`config.mk`:
```
export PLATFORM = sky130hd
export DESIGN_NAME = dbg_cmd_decoder
export DESIGN_NICKNAME = d
export VERILOG_FILES = /design/src/rtl/dbg_cmd_decoder.sv
export SDC_FILE = /design/constraint.sdc
export NUM_CORES = 1
export LEC_CHECK = 0
export BUFFER_PORTS_ARGS = -buffer_cell sky130_fd_sc_hd__buf_2
export CORE_MARGIN = 2
export CORE_UTILIZATION = 48
export CTS_BUF_LIST = sky130_fd_sc_hd__clkbuf_16
export CTS_CLUSTER_DIAMETER = 80
export DETAILED_ROUTE_END_ITERATION = 12
export PLACE_DENSITY = 0.75
export SKIP_CTS_REPAIR_TIMING = 1
export SYNTH_ARGS = -nofsm -noshare
export SYNTH_HDL_FRONTEND = slang
export SYNTH_SLANG_ARGS = --single-unit
```
`constraint.sdc`:
```
create_clock -name clk -period 2.1 [get_ports clk]
set_clock_uncertainty 0.05 [all_clocks]
set_input_delay 0.315 -clock clk [delete_from_list [all_inputs] [get_ports clk]]
set_output_delay 0.315 -clock clk [all_outputs]
set_load 0.02 [all_outputs]
```
`src/rtl/dbg_cmd_decoder.sv`:
```
// dbg_cmd_decoder: assembles UART bytes into little-endian 32-bit words and decodes
// debugger commands driving CPU reset/clock and the instruction-memory write port.
`default_nettype none

module dbg_cmd_decoder #(
  parameter int unsigned TIMEOUT_CYCLES = 104160,
  parameter int unsigned IMEM_AW        = 8
) (
  input  logic               clk,
  input  logic               reset,
  input  logic [7:0]         rx_data,
  input  logic               rx_valid,
  output logic               cpu_reset,
  output logic               cpu_clk,
  output logic               imem_prog,
  output logic               imem_we,
  output logic [IMEM_AW-1:0] imem_addr,
  output logic [31:0]        imem_wdata,
  output logic               word_valid,
  output logic [31:0]        word,
  output logic               timeout
);

  localparam int unsigned CNT_W = $clog2(TIMEOUT_CYCLES + 1);
  localparam logic [CNT_W-1:0] IDLE_LAST = CNT_W'(TIMEOUT_CYCLES - 1);

  localparam logic [31:0] CMD_RST1 = 32'h3154_5352;
  localparam logic [31:0] CMD_RST0 = 32'h3054_5352;
  localparam logic [31:0] CMD_IMEN = 32'h6E45_4D49;
  localparam logic [31:0] CMD_CCLK = 32'h6B6C_6363;
  localparam logic [31:0] CMD_ZERO = 32'h3030_3030;

  localparam logic [1:0] P_ADDR  = 2'd0;
  localparam logic [1:0] P_DATA  = 2'd1;
  localparam logic [1:0] P_READY = 2'd2;

  logic [31:0]        word_q, word_d;
  logic [1:0]         byte_cnt_q, byte_cnt_d;
  logic [CNT_W-1:0]   idle_cnt_q, idle_cnt_d;
  logic               word_valid_q, word_valid_d;
  logic               timeout_q, timeout_d;
  logic               cpu_reset_q, cpu_reset_d;
  logic               cpu_clk_q, cpu_clk_d;
  logic               imem_prog_q, imem_prog_d;
  logic               imem_we_q, imem_we_d;
  logic [IMEM_AW-1:0] imem_addr_q, imem_addr_d;
  logic [31:0]        imem_wdata_q, imem_wdata_d;
  logic [1:0]         pstate_q, pstate_d;

  // Byte assembly and inter-byte timeout; a byte arriving on the expiry cycle wins.
  always_comb begin
    word_d       = word_q;
    byte_cnt_d   = byte_cnt_q;
    idle_cnt_d   = idle_cnt_q;
    word_valid_d = 1'b0;
    timeout_d    = 1'b0;
    if (rx_valid) begin
      word_d       = {rx_data, word_q[31:8]};
      byte_cnt_d   = byte_cnt_q + 2'd1;
      word_valid_d = (byte_cnt_q == 2'd3);
      idle_cnt_d   = '0;
    end else if (byte_cnt_q != 2'd0) begin
      if (idle_cnt_q == IDLE_LAST) begin
        byte_cnt_d = 2'd0;
        idle_cnt_d = '0;
        timeout_d  = 1'b1;
      end else begin
        idle_cnt_d = idle_cnt_q + CNT_W'(1);
      end
    end else begin
      idle_cnt_d = '0;
    end
  end

  always_comb begin
    cpu_reset_d  = cpu_reset_q;
    cpu_clk_d    = cpu_clk_q;
    imem_prog_d  = imem_prog_q;
    imem_we_d    = 1'b0;
    imem_addr_d  = imem_addr_q;
    imem_wdata_d = imem_wdata_q;
    pstate_d     = pstate_q;
    if (word_valid_q) begin
      case (word_q)
        CMD_RST1: cpu_reset_d = 1'b1;
        CMD_RST0: cpu_reset_d = 1'b0;
        CMD_IMEN: begin
          imem_prog_d = ~imem_prog_q;
          pstate_d    = P_ADDR;
          if (!imem_prog_q) cpu_clk_d = 1'b0;
        end
        CMD_CCLK: begin
          if (!imem_prog_q) begin
            cpu_clk_d = 1'b1;
          end else if (pstate_q == P_READY) begin
            imem_we_d = 1'b1;
            pstate_d  = P_ADDR;
          end
        end
        CMD_ZERO: begin
          if (!imem_prog_q) cpu_clk_d = 1'b0;
        end
        default: begin
          if (imem_prog_q) begin
            if (pstate_q == P_DATA) begin
              imem_wdata_d = word_q;
              pstate_d     = P_READY;
            end else begin
              imem_addr_d = word_q[IMEM_AW-1:0];
              pstate_d    = P_DATA;
            end
          end
        end
      endcase
    end
  end

  always_ff @(posedge clk) begin
    if (reset) begin
      word_q       <= '0;
      byte_cnt_q   <= 2'd0;
      idle_cnt_q   <= '0;
      word_valid_q <= 1'b0;
      timeout_q    <= 1'b0;
      cpu_reset_q  <= 1'b1;
      cpu_clk_q    <= 1'b0;
      imem_prog_q  <= 1'b0;
      imem_we_q    <= 1'b0;
      imem_addr_q  <= '0;
      imem_wdata_q <= '0;
      pstate_q     <= P_ADDR;
    end else begin
      word_q       <= word_d;
      byte_cnt_q   <= byte_cnt_d;
      idle_cnt_q   <= idle_cnt_d;
      word_valid_q <= word_valid_d;
      timeout_q    <= timeout_d;
      cpu_reset_q  <= cpu_reset_d;
      cpu_clk_q    <= cpu_clk_d;
      imem_prog_q  <= imem_prog_d;
      imem_we_q    <= imem_we_d;
      imem_addr_q  <= imem_addr_d;
      imem_wdata_q <= imem_wdata_d;
      pstate_q     <= pstate_d;
    end
  end

  assign cpu_reset  = cpu_reset_q;
  assign cpu_clk    = cpu_clk_q;
  assign imem_prog  = imem_prog_q;
  assign imem_we    = imem_we_q;
  assign imem_addr  = imem_addr_q;
  assign imem_wdata = imem_wdata_q;
  assign word_valid = word_valid_q;
  assign word       = word_q;
  assign timeout    = timeout_q;

endmodule

`default_nettype wire

```
== After elaboration in Yosys (flattened, before gate mapping) ==
Index checks and enable logic that the tools add are counted.
Word-level totals
  bits in registers: 99
  memories kept: 0
  memory bits (writable): 0
  bits in read-only memories: 0
  word-level logic and storage cells: 69
  output and inout bits: 78
  bits in latches: 0
Cells by class
  bitwise gates (word level): 8
  eq/ne operators: 13
  add/subtract/negate cells: 2
  shifts and indexed selects: 0
  $lt $le $gt $ge: 0
  div/mod/pow operators: 0
  mux-type cells: 14
  reductions and logical operators: 20
  $mul: 0
Operators with widths (count)
  32-bit by 30-bit equality test with 1-bit output, second input constant: 3
  32-bit by 31-bit equality test with 1-bit output, second input constant: 2
  17-bit by 1-bit adder with 17-bit output, second input constant: 1
  17-bit equality test, second input constant: 1
  2-bit 2-to-1 mux: 7
  4-bit AND reduction: 3
  2-bit nonzero test: 6
  2-bit != test, second input constant: 4
  1-bit NOT: 8
  4-bit OR reduction: 2
  2-bit case mux with 3 select lines: 1
  2-bit AND reduction: 3
  3-bit OR reduction: 2
  5-bit AND reduction: 1
  5-bit OR reduction: 1
  2-bit equality test, second input constant: 2
  1-bit 2-to-1 mux: 4
  1-bit case mux with 2 select lines: 2
  2-bit OR reduction: 2
  2-bit by 1-bit adder with 2-bit output, second input constant: 1
  2-bit by 1-bit equality test with 1-bit output, second input constant: 1

== Logic depth before layout (Yosys ltp) ==
Gate-level depths: netlist (run 1).
  word-level depth: 4
  gate-level depth with buffers: 8

== Worst setup path before layout (run 1) ==
OpenSTA, ideal clock, no wires.
  kind: register -> register
  start point: register word_q[25] (netlist: word[25])
  end point: register imem_wdata_q[14] (netlist: imem_wdata[14])
  setup time: 0.128 ns
  required time: 1.922 ns
  path slack: -0.170 ns
  arrival time: 2.092 ns
  cell stages (with the launch flop): 8
  path through: dfxtp_1 or4b_4 nor4_4 a21boi_2 nand4b_4 buf_6 mux2i_1 nor2_1
On the way
  word-level cells in the longest chain between the ends: 4
  elaborated cells on any way between the ends: 8
RTL lines
  start, declared: RTL line 37  | logic [31:0] word_q, word_d;
  start signal, assigned: RTL line 133  | word_q <= word_d;
  32-bit by 30-bit equality test with 1-bit output or 32-bit by 31-bit equality test with 1-bit output (tied branches): RTL line 84  | case (word_q)
  5-bit OR reduction (no line) *
  1-bit NOT (no line) *
  4-bit AND reduction (no line) *
  end signal, assigned: RTL line 143  | imem_wdata_q <= imem_wdata_d;
  end, declared: RTL line 47  | logic [31:0] imem_wdata_q, imem_wdata_d;
Mark *: on every way between the ends. The rest lies on a longest branch, timed or not.
A chain may end at the register's enable or synchronous reset.

== Worst setup path in the final report (run 1) ==
  start point: register word_q[24] (netlist: word[24])
  end point: register imem_wdata_q[25] (netlist: imem_wdata[25])
Same word-level chain as after synthesis.

==> flow_metrics.py, run 1 <==
metrics = {
    "clock_network": {
        "clock_path_buffers": 2,
        "clk_latency_ns": 0.34,
        "ctsRootBufferMaster": "clkbuf_16",
        "clock-sinks": 99,
        "clkTransAtPathRegs_ns": 0.07,
        "cts_tree": "built",
        "htreeDepth": 3,
        "cts_buffers": 9,
    },
    "floorplan": {
        "num_rows": 33,
        "io_pins": 89,
        "dieArea_mm2": 0.00917,
        "die-width_um": 95.8,
        "core-area_mm2": 0.00818,
        "initial_core_util_pct": 49.5,
        "fp.dieH_um": 95.8,
    },
    "finish": {
        "antenna_cells": 0,
        "final_nets": 562,
        "area_growth_pct": 34.2,
        "design_area_mm2": 0.00543,
        "drive_gt1_share_pct": 35.6,
        "fillCellCount": 608,
    },
    "synth": {
        "synthAdderAreaFrac_pct": 0.928,
        "syn_avg_cell_area_um2": 9.84,
        "synth_ff_type": "dfxtp_1",
        "netlist_instances": 411,
        "synth-simple-area-share_pct": 24.0,
        "synth_area_mm2": 0.00404,
        "ys_ff_latch": 99,
        "synthMuxAreaShare_pct": 16.1,
        "synth_area_leaders": "dfxtp_1, mux2i_1, nor2_1, nand2b_1, nand3b_1",
        "yosys_warnings": 0,
        "ys_seq_area_share_pct": 49.0,
        "yosysMostFrequentCell": "dfxtp_1",
        "syn_nets": 425,
        "netlist_top_cells_count": "dfxtp_1, nor2_1, mux2i_1, nand2b_1, clkbuf_1",
        "synth_top_area_cell": "dfxtp_1",
        "yosysTopAreaCellShare_pct": 49.0,
        "synth_compound_area_share_pct": 3.28,
        "synth-edff-count": 0,
        "ys_async_sr_fraction_pct": 0,
        "synth_cell_types": 44,
        "synth_xor_area_share_pct": 3.25,
        "synth_top_family_by_area": "simple AND/OR/NAND/NOR gates",
    },
    "critical_path": {
        "slowest_delay_ns": 0.53,
        "slowest_stage": "or4_4",
        "ff2ff_path_depth": 8,
        "r2r_end": "imem_wdata[25]",
        "cp_data_required_time_ns": 2.27,
        "critPathLaunchType": "register",
        "critPathArrivalTime_ns": 2.46,
        "endpoint": "imem_wdata[25]",
        "path_class": "reg2reg",
        "crit_path_cell_trace": "and4b_1 -> nand3_2 -> or4_4 -> a21boi_2 -> nand4b_4 -> clkbuf_16 -> mux2i_1 -> nor2_1",
        "crit_start": "word[24]",
        "r2r-start": "word[24]",
        "end_kind": "register",
        "worstPathMaxFanout": 6,
        "reg2reg_slack_ns": -0.19,
    },
    "global_routing": {
        "grt_start_max_net_pins": 92,
        "grt_use_met2_pct": 34.8,
        "grt_overflow": 0,
        "gr-usage-met1_pct": 27.9,
        "antenna_found_initial": 0,
        "use_met3_pct": 6.58,
        "grt_use_total_pct": 21.9,
        "grt_pass1_wl_mm": 15.5,
        "busiest_layer": "met2",
        "grt_pass1_vias": 3246,
    },
    "power": {
        "p_per_area_mw_per_mm2": 710,
        "vdd_drop_max_uv": 439,
        "p_leak_nw": 2.63,
    },
    "job": {
        "timing.max_cap.violations": 0,
    },
    "drt": {
        "drt_first_pass_iters": 4,
        "drc": 0,
        "wirelength_mm": 10.1,
        "vias_per_cell": 5.26,
        "dr_total_vias": 3458,
        "wl_per_cell_um": 15.3,
        "ant_nets": 0,
        "drt_iter0_markers": 165,
    },
    "hold_path": {
        "hold_path_class": "in2reg",
        "hold_path_depth": 3,
        "min-delay-start": "rx_data[1]",
    },
    "sta": {
        "slew_headroom_pct": 69.6,
        "setup_viol": 40,
        "layout_setup_ws_ns": -0.185,
        "fin_crit_sh_pct": 109,
        "finalMaxSlewViolations": 0,
        "finalHoldViolCount": 0,
        "final_period_minus_worst_setup_slack_ns": 2.29,
        "worst_pin_slew_ns": 0.452,
        "rsz0062_at_grt": "yes",
        "fmax_mhz": 438,
    },
    "place": {
        "gp_congestion": 0.867,
        "hpwl_mm": 7.14,
        "post-place-ws_ns": -0.138,
        "io_buffers": 88,
        "dpl_cell_area_mm2": 0.00497,
    },
    "status": {
        "outcome": "complete, but fails checks",
        "violations": "setup timing",
    },
}
[sequential cells by signal (all words and copies together), names as in the netlist]
register    count
timeout         1
pstate_q        2
imem_we         1
imem_prog       1
word           32
imem_addr       8
cpu_reset       1
imem_wdata     32
idle_cnt_q     17
byte_cnt_q      2
word_valid      1
cpu_clk         1
[critical path, delay by kind of cell, from the launching register on]
family                 cells  cell delay (ns)
muxes                      1             0.18
buffers and inverters      1             0.19
DFF                        1             0.36
AOI/OAI and AO/OA          1             0.18
and+or+nand+nor            5             1.22
[placed cells by master (no fill, tap or decap), drive strengths merged, types with 3 or more instances in the layout]
master,count
or4,3
nor2b,3
nand3,12
buf,146
dfxtp,99
nand4,6
inv,5
nor2,82
o21ai,10
nand2,13
nand2b,20
clkinv,3
nor4,8
nor3,8
clkbuf,11
xor2,9
mux2i,64
ha,3
a21oi,3
nand3b,12
xnor2,6
nand4b,5
[per-layer routing]
metal	vias up	routed length [um]	part of all wire, %
met2	105	4700	47
met1	1633	4520	45
li1	1695	-	-
met4	0	248	2.5
met5	-	0	0
met3	25	593	5.9
[how the worst min path moves through the flow]
stage                               end  slack (ns)
final                          word[25]        0.16
after floorplan           idle_cnt_q[0]        0.38
after detailed placement  idle_cnt_q[0]        0.40
after CTS                      word[25]        0.16
after global placement    idle_cnt_q[0]        0.39
after global routing           word[27]        0.17
[layout make-up]
| class | count | area, um^2 | share of cell area [%] |
|---|---|---|---|
| Sequential cell | 99 | 2010 | 37.0 |
| Multi-Input combinational cell | 287 | 2000 | 36.8 |
| Timing Repair Buffer | 147 | 957 | 17.6 |
| Clock buffer | 10 | 250 | 4.61 |
| Tap cell | 105 | 131 | 2.42 |
| Clock inverter | 6 | 63.8 | 1.18 |
| Inverter | 4 | 15.0 | 0.277 |
[per-stage QoR]
step / hold slack [ns] / util (%) / power, mW / std cells / setup TNS [ns]
after floorplan: 0.380 / - / 2.10 / 411 / -0.148
after global placement: 0.391 / 60.8 / 2.19 / 637 / -2.81
after detailed placement: 0.404 / 60.8 / 2.19 / 637 / -4.32
after CTS: 0.156 / 64.6 / 3.87 / 653 / -5.67
after global routing: 0.171 / 66.4 / 3.98 / 658 / -8.27
final: 0.159 / 66.4 / 3.85 / 658 / -4.67
[report_power, final]
group | leakage [nW] | switching [mW] | internal [mW]
clock | 0.155 | 0.702 | 0.993
sequential | 0.808 | 0.0223 | 1.90
combinational | 1.67 | 0.134 | 0.106
[kinds of logic after synthesis]
kind of cell,after synthesis
compound gates,21
xor+xnor,15
fa+ha+maj,3
buf+inv,25
flops,99
mux,65
simple gates,183
Power figures use the tool's default switching activity.
==> run 2: changes to the inputs <==
--- a/config.mk
+++ b/config.mk
@@ -7,11 +7,11 @@
 export LEC_CHECK = 0
 export BUFFER_PORTS_ARGS = -buffer_cell sky130_fd_sc_hd__buf_2
 export CORE_MARGIN = 2
-export CORE_UTILIZATION = 48
+export CORE_UTILIZATION = 50
 export CTS_BUF_LIST = sky130_fd_sc_hd__clkbuf_16
 export CTS_CLUSTER_DIAMETER = 80
 export DETAILED_ROUTE_END_ITERATION = 12
-export PLACE_DENSITY = 0.75
+export PLACE_DENSITY = 0.74
 export SKIP_CTS_REPAIR_TIMING = 1
 export SYNTH_ARGS = -nofsm -noshare
 export SYNTH_HDL_FRONTEND = slang
==> constraint.sdc (replaced) <==
create_clock -name clk -period 2.7 [get_ports clk]
set_clock_uncertainty 0.05 [all_clocks]
set_input_delay 0.405 -clock clk [delete_from_list [all_inputs] [get_ports clk]]
set_output_delay 0.405 -clock clk [all_outputs]
set_load 0.01 [all_outputs]
==> flow_metrics.py, run 2 (synthesis gave the netlist of run 1 again) <==
metrics = {
    "job": {
        "timing.max_cap.violations": 0,
    },
    "sta": {
        "rsz0062_at_grt": "no",
        "worst_pin_slew_ns": 0.612,
        "setup_viol": 0,
        "fmax_mhz": 403,
        "layout_setup_ws_ns": 0.220,
        "final_period_minus_worst_setup_slack_ns": 2.48,
        "finalHoldViolCount": 0,
        "finalMaxSlewViolations": 0,
        "slew_headroom_pct": 59.2,
        "setup_tns_ns": 0,
        "fin_crit_sh_pct": 91.8,
    },
    "finish": {
        "fillCellCount": 694,
        "final_cell_mix": "dfxtp_1, buf_2, nor2_1",
        "final_nets": 526,
        "design_area_mm2": 0.00500,
        "antenna_cells": 0,
        "mostFrequentLayoutCell": "dfxtp_1",
        "fin_cells": 619,
        "area_growth_pct": 23.6,
        "drive_gt1_share_pct": 25.9,
    },
    "critical_path": {
        "path_buf_inv": 1,
        "r2r-start": "word[16]",
        "critPathTopFamily": "simple AND/OR/NAND/NOR gates",
        "slowest_stage": "or4_1",
        "cp_data_required_time_ns": 2.86,
        "critPathArrivalTime_ns": 2.64,
        "cp_num_cells": 8,
        "worstPathMaxFanout": 15,
        "slowest_delay_ns": 0.52,
        "path_class": "reg2reg",
        "ff2ff_path_depth": 8,
        "end_kind": "register",
        "critPathLaunchType": "register",
        "crit_start": "word[16]",
        "crit_path_cell_trace": "nor4_1 -> nand4_1 -> or4_1 -> a21boi_2 -> nand4b_4 -> buf_12 -> mux2i_1 -> nor2_1",
    },
    "clock_network": {
        "cts_buffers": 9,
        "cts_tree": "built",
        "clock_path_buffers": 2,
        "clk_latency_ns": 0.34,
        "htreeDepth": 3,
        "clkTransAtPathRegs_ns": 0.07,
        "clock-sinks": 99,
        "ctsRootBufferMaster": "clkbuf_16",
    },
    "drt": {
        "drc": 0,
        "drt_first_pass_iters": 6,
        "vias_per_cell": 5.36,
        "wl_met3_um": 494,
        "wl_per_cell_um": 15.8,
        "ant_nets": 0,
        "top_layer": "met4",
        "dr_total_vias": 3315,
        "drt_iter0_markers": 187,
        "wl_met2_mm": 4.53,
        "wl_met1_mm": 4.55,
        "wirelength_mm": 9.77,
    },
    "floorplan": {
        "num_rows": 32,
        "initial_core_util_pct": 52.1,
        "dieArea_mm2": 0.00882,
        "fp.dieH_um": 93.9,
        "core-area_mm2": 0.00777,
        "die-width_um": 93.9,
        "io_pins": 89,
    },
    "global_routing": {
        "grt_overflow": 0,
        "antenna_found_initial": 0,
        "grt_use_total_pct": 23.2,
        "grt_start_max_net_pins": 49,
        "grt_pass1_vias": 3357,
        "grt_pass1_wl_mm": 16.1,
    },
    "place": {
        "io_buffers": 88,
        "place_inst": 597,
        "gp_congestion": 0.925,
        "dpl_cell_area_mm2": 0.00463,
        "hpwl_mm": 6.75,
        "post-place-ws_ns": 0.225,
    },
    "power": {
        "p_sw_share_pct": 22.3,
        "vdd_drop_max_uv": 368,
        "seq_power_share_pct": 49.5,
        "p_total_mw": 3.03,
        "p_per_area_mw_per_mm2": 607,
        "clkPwrFrac_pct": 45.9,
        "p_leak_nw": 2.40,
        "pwr-share-comb_pct": 4.6,
        "p_int_mw": 2.36,
        "p_sw_mw": 0.676,
    },
    "hold_path": {
        "hold_path_class": "in2reg",
        "hold_path_depth": 3,
        "min-delay-start": "rx_data[2]",
    },
    "status": {
        "outcome": "complete, no violations",
    },
}
[run 2: cell count changes in the layout (fill, tap and decap cells not counted), moves of 3 or more]
cell / delta
nor4_1: +3
nor2_1: +3
o21ai_0: +8
buf_4: -28
buf_6: -5
dfxtp_4: -5
o21ai_1: -7
dfxtp_1: +13
nor2_2: -3
dfxtp_2: -8
[run 2: final cells by class]
| type | count | area, um^2 | share of cell area (%) |
|---|---|---|---|
| inverter | 4 | 15.0 | 0.300 |
| clock inverter | 7 | 100 | 2.00 |
| multi-input combinational | 287 | 1920 | 38.5 |
| tap | 102 | 128 | 2.55 |
| clock buffer | 9 | 225 | 4.51 |
| sequential | 99 | 1980 | 39.6 |
| timing repair buffer | 111 | 626 | 12.5 |
[run 2: per-stage QoR]
step,util [%],hold WS (ns)
finish,64.4,0.250
global route,64.4,0.264
CTS,63.8,0.247
detailed placement,59.6,0.414
global placement,59.6,0.396
floorplan,-,0.380
[run 2: path summary, 6_finish.rpt]
kind | to | slack (ns)
setup reg to reg | imem_wdata[20] | 0.22
hold reg to reg | idle_cnt_q[0] | 0.42
hold / removal | word[26] | 0.25
setup / recovery | imem_wdata[20] | 0.22
[run 2: per-layer routing]
| layer | vias up | GRT usage [%] |
|---|---|---|
| li1 | 1616 | - |
| met1 | 1588 | 29.5 |
| met5 | - | 0 |
| met4 | 0 | 7.85 |
| met3 | 20 | 6.66 |
| met2 | 91 | 37.8 |
[run 2: power groups by stage]
stage               clock, mW  sequential (mW)  combinational (mW)
floorplan                   0             1.54              0.0848
global placement            0             1.53               0.137
detailed placement          0             1.53               0.139
CTS                      1.40             1.50               0.140
global route             1.47             1.50               0.152
finish                   1.39             1.50               0.140
[run 2: worst register-to-register path: cells and delay by family (launching register included)]
family	cells	cell delay, ns
buf+inv	1	0.19
mux	1	0.20
compound gates	1	0.17
simple gates	5	1.36
flops	1	0.39
